**config.mk**
```make
export PLATFORM = sky130hd
export DESIGN_NAME = hack_cpu_mc
export DESIGN_NICKNAME = d
export VERILOG_FILES = /design/src/rtl/hack_cpu_mc.sv
export SDC_FILE = /design/constraint.sdc
export NUM_CORES = 1
export LEC_CHECK = 0
export BUFFER_PORTS_ARGS = -buffer_cell sky130_fd_sc_hd__buf_2
export CORE_ASPECT_RATIO = 1.1
export CORE_MARGIN = 1.5
export CORE_UTILIZATION = 57
export DETAILED_ROUTE_END_ITERATION = 8
export GPL_ROUTABILITY_DRIVEN = 0
export PLACE_DENSITY_LB_ADDON = 0.1
export SLEW_MARGIN = 30
export SYNTH_ARGS = -nofsm -noshare
export SYNTH_HDL_FRONTEND = slang
export SYNTH_SLANG_ARGS = --single-unit
export TNS_END_PERCENT = 50
```
**constraint.sdc**
```tcl
create_clock -name clk -period 6.1 [get_ports clk]
set_input_delay 1.22 -clock clk [delete_from_list [all_inputs] [get_ports clk]]
set_output_delay 1.22 -clock clk [all_outputs]
set_load 0.02 [all_outputs]
```
**src/rtl/hack_cpu_mc.sv**
```systemverilog
// Multi-cycle Hack CPU core with a valid-qualified instruction and data-read interface.
// Latency: one instruction per clock edge; an M-reading instruction waits in WAIT until inM_valid.
// Backpressure: stall is high whenever nothing executes; instruction must stay stable while in WAIT.
module hack_cpu_mc #(
  parameter int WIDTH  = 16,
  parameter int ADDR_W = 15,
  parameter int PC_W   = 15
) (
  input  logic              clk,
  input  logic              reset,
  input  logic [WIDTH-1:0]  instruction,
  input  logic              instr_valid,
  input  logic [WIDTH-1:0]  inM,
  input  logic              inM_valid,
  output logic [WIDTH-1:0]  outM,
  output logic              writeM,
  output logic [ADDR_W-1:0] addressM,
  output logic [PC_W-1:0]   pc,
  output logic              stall,
  output logic [31:0]       retired
);

  typedef enum logic {
    EXEC = 1'b0,
    WAIT = 1'b1
  } state_t;

  state_t            state_q, state_d;
  logic [WIDTH-1:0]  a_q, a_d;
  logic [WIDTH-1:0]  d_q, d_d;
  logic [PC_W-1:0]   pc_q, pc_d;
  logic [31:0]       retired_q, retired_d;

  // Instruction fields; bits [WIDTH-2:13] of a C-instruction carry no meaning.
  logic       is_c;
  logic       sel_m;
  logic       zx, nx, zy, ny, fn, no;
  logic [2:0] dest;
  logic [2:0] jump;

  assign is_c  = instruction[WIDTH-1];
  assign sel_m = instruction[12];
  assign zx    = instruction[11];
  assign nx    = instruction[10];
  assign zy    = instruction[9];
  assign ny    = instruction[8];
  assign fn    = instruction[7];
  assign no    = instruction[6];
  assign dest  = instruction[5:3];
  assign jump  = instruction[2:0];

  logic [WIDTH-1:0] alu_x, alu_y, alu_y_src, alu_raw, alu_out;
  logic             alu_zr, alu_ng, jump_ok;

  // Hack ALU: x is D, y is A or inM; zero/negate each input, add or AND, optionally negate result.
  always_comb begin
    alu_y_src = sel_m ? inM : a_q;
    alu_x     = zx ? '0 : d_q;
    alu_x     = nx ? ~alu_x : alu_x;
    alu_y     = zy ? '0 : alu_y_src;
    alu_y     = ny ? ~alu_y : alu_y;
    alu_raw   = fn ? (alu_x + alu_y) : (alu_x & alu_y);
    alu_out   = no ? ~alu_raw : alu_raw;
    alu_zr    = (alu_out == '0);
    alu_ng    = alu_out[WIDTH-1];
    jump_ok   = (jump[2] & alu_ng) | (jump[1] & alu_zr) | (jump[0] & ~alu_ng & ~alu_zr);
  end

  logic execute;

  // Decide whether the presented instruction retires this cycle; reset suppresses everything.
  always_comb begin
    execute = 1'b0;
    state_d = state_q;
    if (!reset) begin
      case (state_q)
        EXEC: begin
          if (instr_valid) begin
            if (!is_c || !sel_m || inM_valid) begin
              execute = 1'b1;
            end else begin
              state_d = WAIT;
            end
          end
        end
        WAIT: begin
          if (inM_valid) begin
            execute = 1'b1;
            state_d = EXEC;
          end
        end
        default: state_d = EXEC;
      endcase
    end
  end

  // Architectural next state: registers move only on an executing cycle, jumps use pre-update A.
  always_comb begin
    a_d       = a_q;
    d_d       = d_q;
    pc_d      = pc_q;
    retired_d = retired_q;
    if (execute) begin
      if (!is_c) begin
        a_d = {1'b0, instruction[WIDTH-2:0]};
      end else begin
        if (dest[2]) a_d = alu_out;
        if (dest[1]) d_d = alu_out;
      end
      if (is_c && jump_ok) begin
        pc_d = a_q[PC_W-1:0];
      end else begin
        pc_d = pc_q + {{(PC_W-1){1'b0}}, 1'b1};
      end
      retired_d = retired_q + 32'd1;
    end
  end

  // All state, FSM included, with asynchronous reset that also abandons a pending WAIT.
  always_ff @(posedge clk or posedge reset) begin
    if (reset) begin
      state_q   <= EXEC;
      a_q       <= '0;
      d_q       <= '0;
      pc_q      <= '0;
      retired_q <= '0;
    end else begin
      state_q   <= state_d;
      a_q       <= a_d;
      d_q       <= d_d;
      pc_q      <= pc_d;
      retired_q <= retired_d;
    end
  end

  assign outM     = alu_out;
  assign writeM   = execute & is_c & dest[0];
  assign addressM = a_q[ADDR_W-1:0];
  assign pc       = pc_q;
  assign stall    = ~execute;
  assign retired  = retired_q;

endmodule

```
==> impl_metrics.ini, run 1 <==
[run_status]
status = completed

[pwr]
netSwitchingFraction_pct = 45.32
power_leakage_uw = 0.003184
pwr_density_cell_nw_per_um2 = 418.7
power.switching_uw = 1317
ir_drop_v = 0.0001758
seqPwrFrac_pct = 29.0
p_int_uw = 1589
pwr-share-clk_pct = 19.5
power_frac_comb_pct = 51.5

[setup_path]
startpoint = instruction[12]
critical_path_class = primary input to primary output
cp-end-kind = primary output
critPathRequiredTime_ps = 4880
r2r_cells = 15
start_kind = primary input
reg2reg_from = a_q[1]
arrival_ps = 4470
worst-path-max-fanout = 19

[cts]
htreeDepth = 3
cts_root_buf = clkbuf_16
worstSkewPairLatency_ps = 350
cts_resized = 0
cts_inserted_buffers = 9
cts_buffer_depth = 2
cts_tree = yes
clkSlewWorstSetupHoldPaths_ps = 70
post_cts_buffers = 0
cts_sinks = 80
holdBufCountCts = 0

[die]
pin_count = 116
start_util_pct = 58.43
core_um2 = 10340
num_rows = 39
die_area_um2 = 11230
die_w_um = 101.2
die_h_um = 111.0

[yosys]
synth.area.top_cells = dfrtp_1 33%, xnor2_1 7.5%, mux2i_1 6.5%
ys_types = 63
synthAdderAreaFrac_pct = 4.057
ys_async_sr_fraction_pct = 100.0
synth_edf_count = 0
syn_nets = 746
synth_compound_area_share_pct = 13.31
synth-seq-cells = 80
synth_top_cell_area_share_pct = 33.12
synth_area_um2 = 6045
synth_mux_area_share_pct = 9.066
ys_seq_area_share_pct = 33.12
synth-xor-area-share_pct = 10.58
synth_top_family_by_area = simple AND/OR/NAND/NOR gates
yosys.area_share.simple_pct = 24.16
synthesis.instances = 691
synth_top_area_cell = dfrtp_1
synth.avg_cell_area_um2 = 8.748
yosys_warnings = 0
ys.flop_type = dfrtp_1

[route]
viasPerCell = 5.918
drt_iter0_drc = 202
route.vias.total = 5433
drc = 0
wl_per_cell_um = 17.50
ant_nets = 0
routed_wl_um = 16060
drtPass1Iterations = 5

[sta]
relSlewSlack_pct = 35.45
hold_violations = 0
fin_ws_ps = 414.3
slew_violations = 0
final.min_clock_period_ps = 5686
fmax_mhz = 175.9
rsz0062_at_grt = false
final.setup_skew_ps = 7.039
setup_viol = 0
min_period_over_period_pct = 93.21
finalSetupTns_ps = 0
tightestPinTransition_ps = 965.6

[global_route]
grt_pass1_vias = 5145
grt_max_degree = 62
antenna_found_initial = 0
grt_pass1_wl_um = 25780
grt_usage_pct = 28.91
grt_overflow_total = 0

[placed_design]
place_ws_ps = 436.2
io_buffers = 115
dp_hpwl_um = 11580

[final_layout]
drive_above_1_share_pct = 22.19
final_nets = 825
fin_util_pct = 67.09
fillers = 898
syn_to_final_growth_pct = 14.82
diodes = 0

[hold_path]
min_from = retired[25]
min_path_type = register to register
holdPathStages = 1

[flow_run]
max_cap_viol_count = 0
==> critical path, cell delays in order <==
cell	delay, ps
buf_2	430
mux2i_1	250
nor2_1	60
xor2_1	160
ha_1	260
fa_1	430
a21oi_1	250
o211ai_1	180
a21oi_1	210
a211oi_1	60
or4b_2	740
buf_2	200
==> path summary, 6_finish.rpt <==
path / to / slack (ps)
setup / recovery: outM[10] / 410
max in group asynchronous: a_q[15] / 4430
hold / removal: retired[25] / 490
setup reg to reg: pc[13] / 1610
min in group asynchronous: pc[9] / 950
hold reg to reg: retired[25] / 490
==> layout by cell type (no fill, tap or decap), types with 3 or more instances in the layout <==
cell	instances
inv_6	3
nor4b_1	6
xnor2_1	52
o21ai_1	7
nor2_1	50
nor3b_1	14
buf_2	115
ha_1	18
a21oi_1	21
nand4_1	18
mux2i_1	39
and2_1	4
or3_1	11
and3_1	13
inv_1	16
xor2_1	21
nand4b_1	4
o21a_1	4
o21ai_0	29
o211ai_1	8
buf_4	8
nor3_1	10
or2_2	3
a211o_1	7
nand3b_1	5
nand2b_1	19
mux2_2	14
nor2b_1	7
nand3_1	29
dfrtp_1	80
a22oi_1	7
nand2_1	68
nor4_1	7
a211oi_1	3
clkbuf_16	9
==> synth_stat cells (all sizes together), types with 9 or more instances <==
cell type / number
nor2: 50
inv: 17
nor3: 10
nand3: 29
nand2: 68
o211ai: 9
clkbuf: 29
nand2b: 19
nand4: 18
or3: 11
xnor2: 52
a21oi: 24
mux2i: 39
ha: 18
dfrtp: 80
o21ai: 37
and3: 13
buf: 27
nor3b: 14
xor2: 21
mux2: 14
==> flip-flops by register name, indices dropped and copies added (netlist names) <==
name and cells:
pc 15, state_q 1, retired 32, a_q 16, d_q 16
==> final cells by class <==
cell class / count / area (um^2) / area share [%]
clock inverter: 7 / 83.83 / 1.208
multi-input combinational: 538 / 3726 / 53.69
tap: 143 / 178.9 / 2.578
sequential: 80 / 2002 / 28.84
inverter: 17 / 68.82 / 0.9915
clock buffer: 9 / 225.2 / 3.245
timing repair buffer: 124 / 655.6 / 9.447
==> through the flow <==
stage               cell area [um^2]  cells  hold slack (ps)  total power (uW)
floorplan                       6045    691            450.9              1927
global placement                6614    902            457.7              2275
detailed placement              6618    902            475.8              2329
CTS                             6927    918            488.6              2902
global route                    6940    918            513.1              3093
finish                          6940    918            486.2              2906
==> layer usage <==
metal / share of wire (%) / routed length [um] / GRT usage [%] / up-vias
met1: 43 / 6944 / 37.57 / 2642
li1: - / - / - / 2610
met5: 0 / 0 / 0 / -
met3: 5.1 / 823 / 4.288 / 22
met4: 1.7 / 275 / 8.426 / 0
met2: 50 / 8018 / 49.44 / 159
==> kinds of logic after synthesis <==
group / after synthesis
xor+xnor: 73
flops: 80
fa+ha+maj: 19
simple gates: 277
mux: 53
compound gates: 116
buf+inv: 73
==> power by group through the flow <==
| stage | sequential [uW] | combinational [uW] | clock, uW |
|---|---|---|---|
| 4_1_cts | 838 | 1490 | 574 |
| 6_report | 842 | 1500 | 567 |
| 2_1_floorplan | 877 | 1050 | 0 |
| 3_5_place_dp | 848 | 1480 | 0 |
| 3_3_place_gp | 837 | 1440 | 0 |
| 5_1_grt | 862 | 1630 | 597 |
No activity file was read; power rests on OpenSTA's default activity.
==> run 2: changes to the inputs <==
- CORE_UTILIZATION: 57 -> 35
==> run 2 against run 1 <==
  * Clock power decreased by 6.0%
  * Setup slack got worse by 78 ps
  * Critical endpoint unchanged
  * Sequential share of layout area decreased by 0.42 points
  * Clock skew increased by 2.6 ps
  * Sequential cell count unchanged
  * Non-clock buffer count increased by 1
  * Register-to-register slack got worse by 20 ps
  * Cell count increased by 10%
==> impl_metrics.ini, run 2 (synthesis results as in run 1) <==
[pwr]
power.switching_uw = 1320
seqPwrFrac_pct = 29.2
netSwitchingFraction_pct = 45.75
pwr_density_cell_nw_per_um2 = 409.8
power_frac_comb_pct = 52.4
p_int_uw = 1566
pwr-share-clk_pct = 18.5
power_leakage_uw = 0.003182
ir_drop_v = 0.0001513

[sta]
slew_violations = 0
tightestPinTransition_ps = 928.8
rsz0062_at_grt = false
hold_violations = 0
setup_viol = 0
fin_ws_ps = 336.5
relSlewSlack_pct = 37.91
final.min_clock_period_ps = 5763
min_period_over_period_pct = 94.48
hold_ws_ps = 475.9
finalSetupTns_ps = 0
fmax_mhz = 173.5
final.setup_skew_ps = 9.631

[setup_path]
start_kind = primary input
cp-end-kind = primary output
ff2ff_setup_slack_ps = 1590
critical_path_class = primary input to primary output
arrival_ps = 4540
critPathRequiredTime_ps = 4880
worst-path-max-fanout = 19

[cts]
cts_resized = 0
cts_root_buf = clkbuf_16
cts_inserted_buffers = 9
cts_tree = yes
holdBufCountCts = 0
worstSkewPairLatency_ps = 340
clkSlewWorstSetupHoldPaths_ps = 60
cts_buffer_depth = 2
htreeDepth = 3
cts_sinks = 80
post_cts_buffers = 0

[final_layout]
layout_common_cells = 114 x buf_2, 80 x dfrtp_1, 68 x nand2_1
final_nets = 826
diodes = 0
fin_util_pct = 41.54
syn_to_final_growth_pct = 16.52
largest_reg_flops = 32
fin_cells = 1010
regArea_um2 = 2002
multi_input_area_um2 = 3726
final_common_cell = buf_2
drive_above_1_share_pct = 22.29
fillers = 1752

[die]
core_um2 = 16950
start_util_pct = 35.65
pin_count = 116
num_rows = 50
die_w_um = 128.3
die_h_um = 140.8
die_area_um2 = 18070

[route]
drc = 0
viasPerCell = 5.257
ant_nets = 0
route.vias.total = 5310
routed_wl_um = 17270
drt_iter0_drc = 320
wl_per_cell_um = 17.10
drtPass1Iterations = 4

[placed_design]
io_buffers = 115
dp_hpwl_um = 12890
place_ws_ps = 287.1
dp.cells = 994

[run_status]
status = completed

[global_route]
grt_usage_pct = 19.40
grt_pass1_vias = 5142
grt_pass1_wl_um = 27600
grt_max_degree = 62
antenna_found_initial = 0
grt_overflow_total = 0

[hold_path]
min_path_type = register to register

[flow_run]
max_cap_viol_count = 0
-- run 2: critical path, stage by stage --
cell      delay, ps
buf_2           410
mux2i_1         250
nor2_1           70
xor2_1          160
ha_1            260
fa_1            440
a21oi_1         250
o211ai_1        210
a21oi_1         230
a211oi_1         60
or4b_2          760
buf_2           210
-- run 2: routing by layer --
| layer | global-route usage [%] | share of wire, % |
|---|---|---|
| met5 | 0 | 0 |
| met1 | 26.85 | 47 |
| met2 | 31.44 | 47 |
| met4 | 5.559 | 1.1 |
| met3 | 2.922 | 4.2 |
-- run 2: final timing paths --
check / from / end / cells past startpoint
worst max-delay path: instruction[12] / outM[10] / 12
worst max register to register: a_q[0] / pc[5] / 16
max in group asynchronous: reset / d_q[12] / 3
worst min register to register: retired[31] / retired[31] / 1
min in group asynchronous: reset / retired[19] / 2
worst min-delay path: retired[31] / retired[31] / 1
-- run 2: area by class of cell --
cell class	instances	share of cell area [%]
timing repair buffer	125	9.451
clock inverter	5	0.5507
inverter	17	0.9238
multi-input combinational	538	52.90
sequential	80	28.42
tap	234	4.157
clock buffer	11	3.589
-- run 2: metrics by stage --
step	instance area (um^2)	power [uW]
after global placement	6735	2328
after floorplan	6045	1927
after global routing	7043	3108
after detailed placement	6735	2366
final	7043	2886
after CTS	7027	2915
-- run 2: power groups by stage --
| stage | Combinational, uW | Sequential, uW | Clock, uW |
|---|---|---|---|
| CTS | 1520 | 844 | 552 |
| global placement | 1480 | 845 | 0 |
| finish | 1510 | 842 | 533 |
| floorplan | 1050 | 877 | 0 |
| detailed placement | 1510 | 854 | 0 |
| global route | 1670 | 868 | 570 |
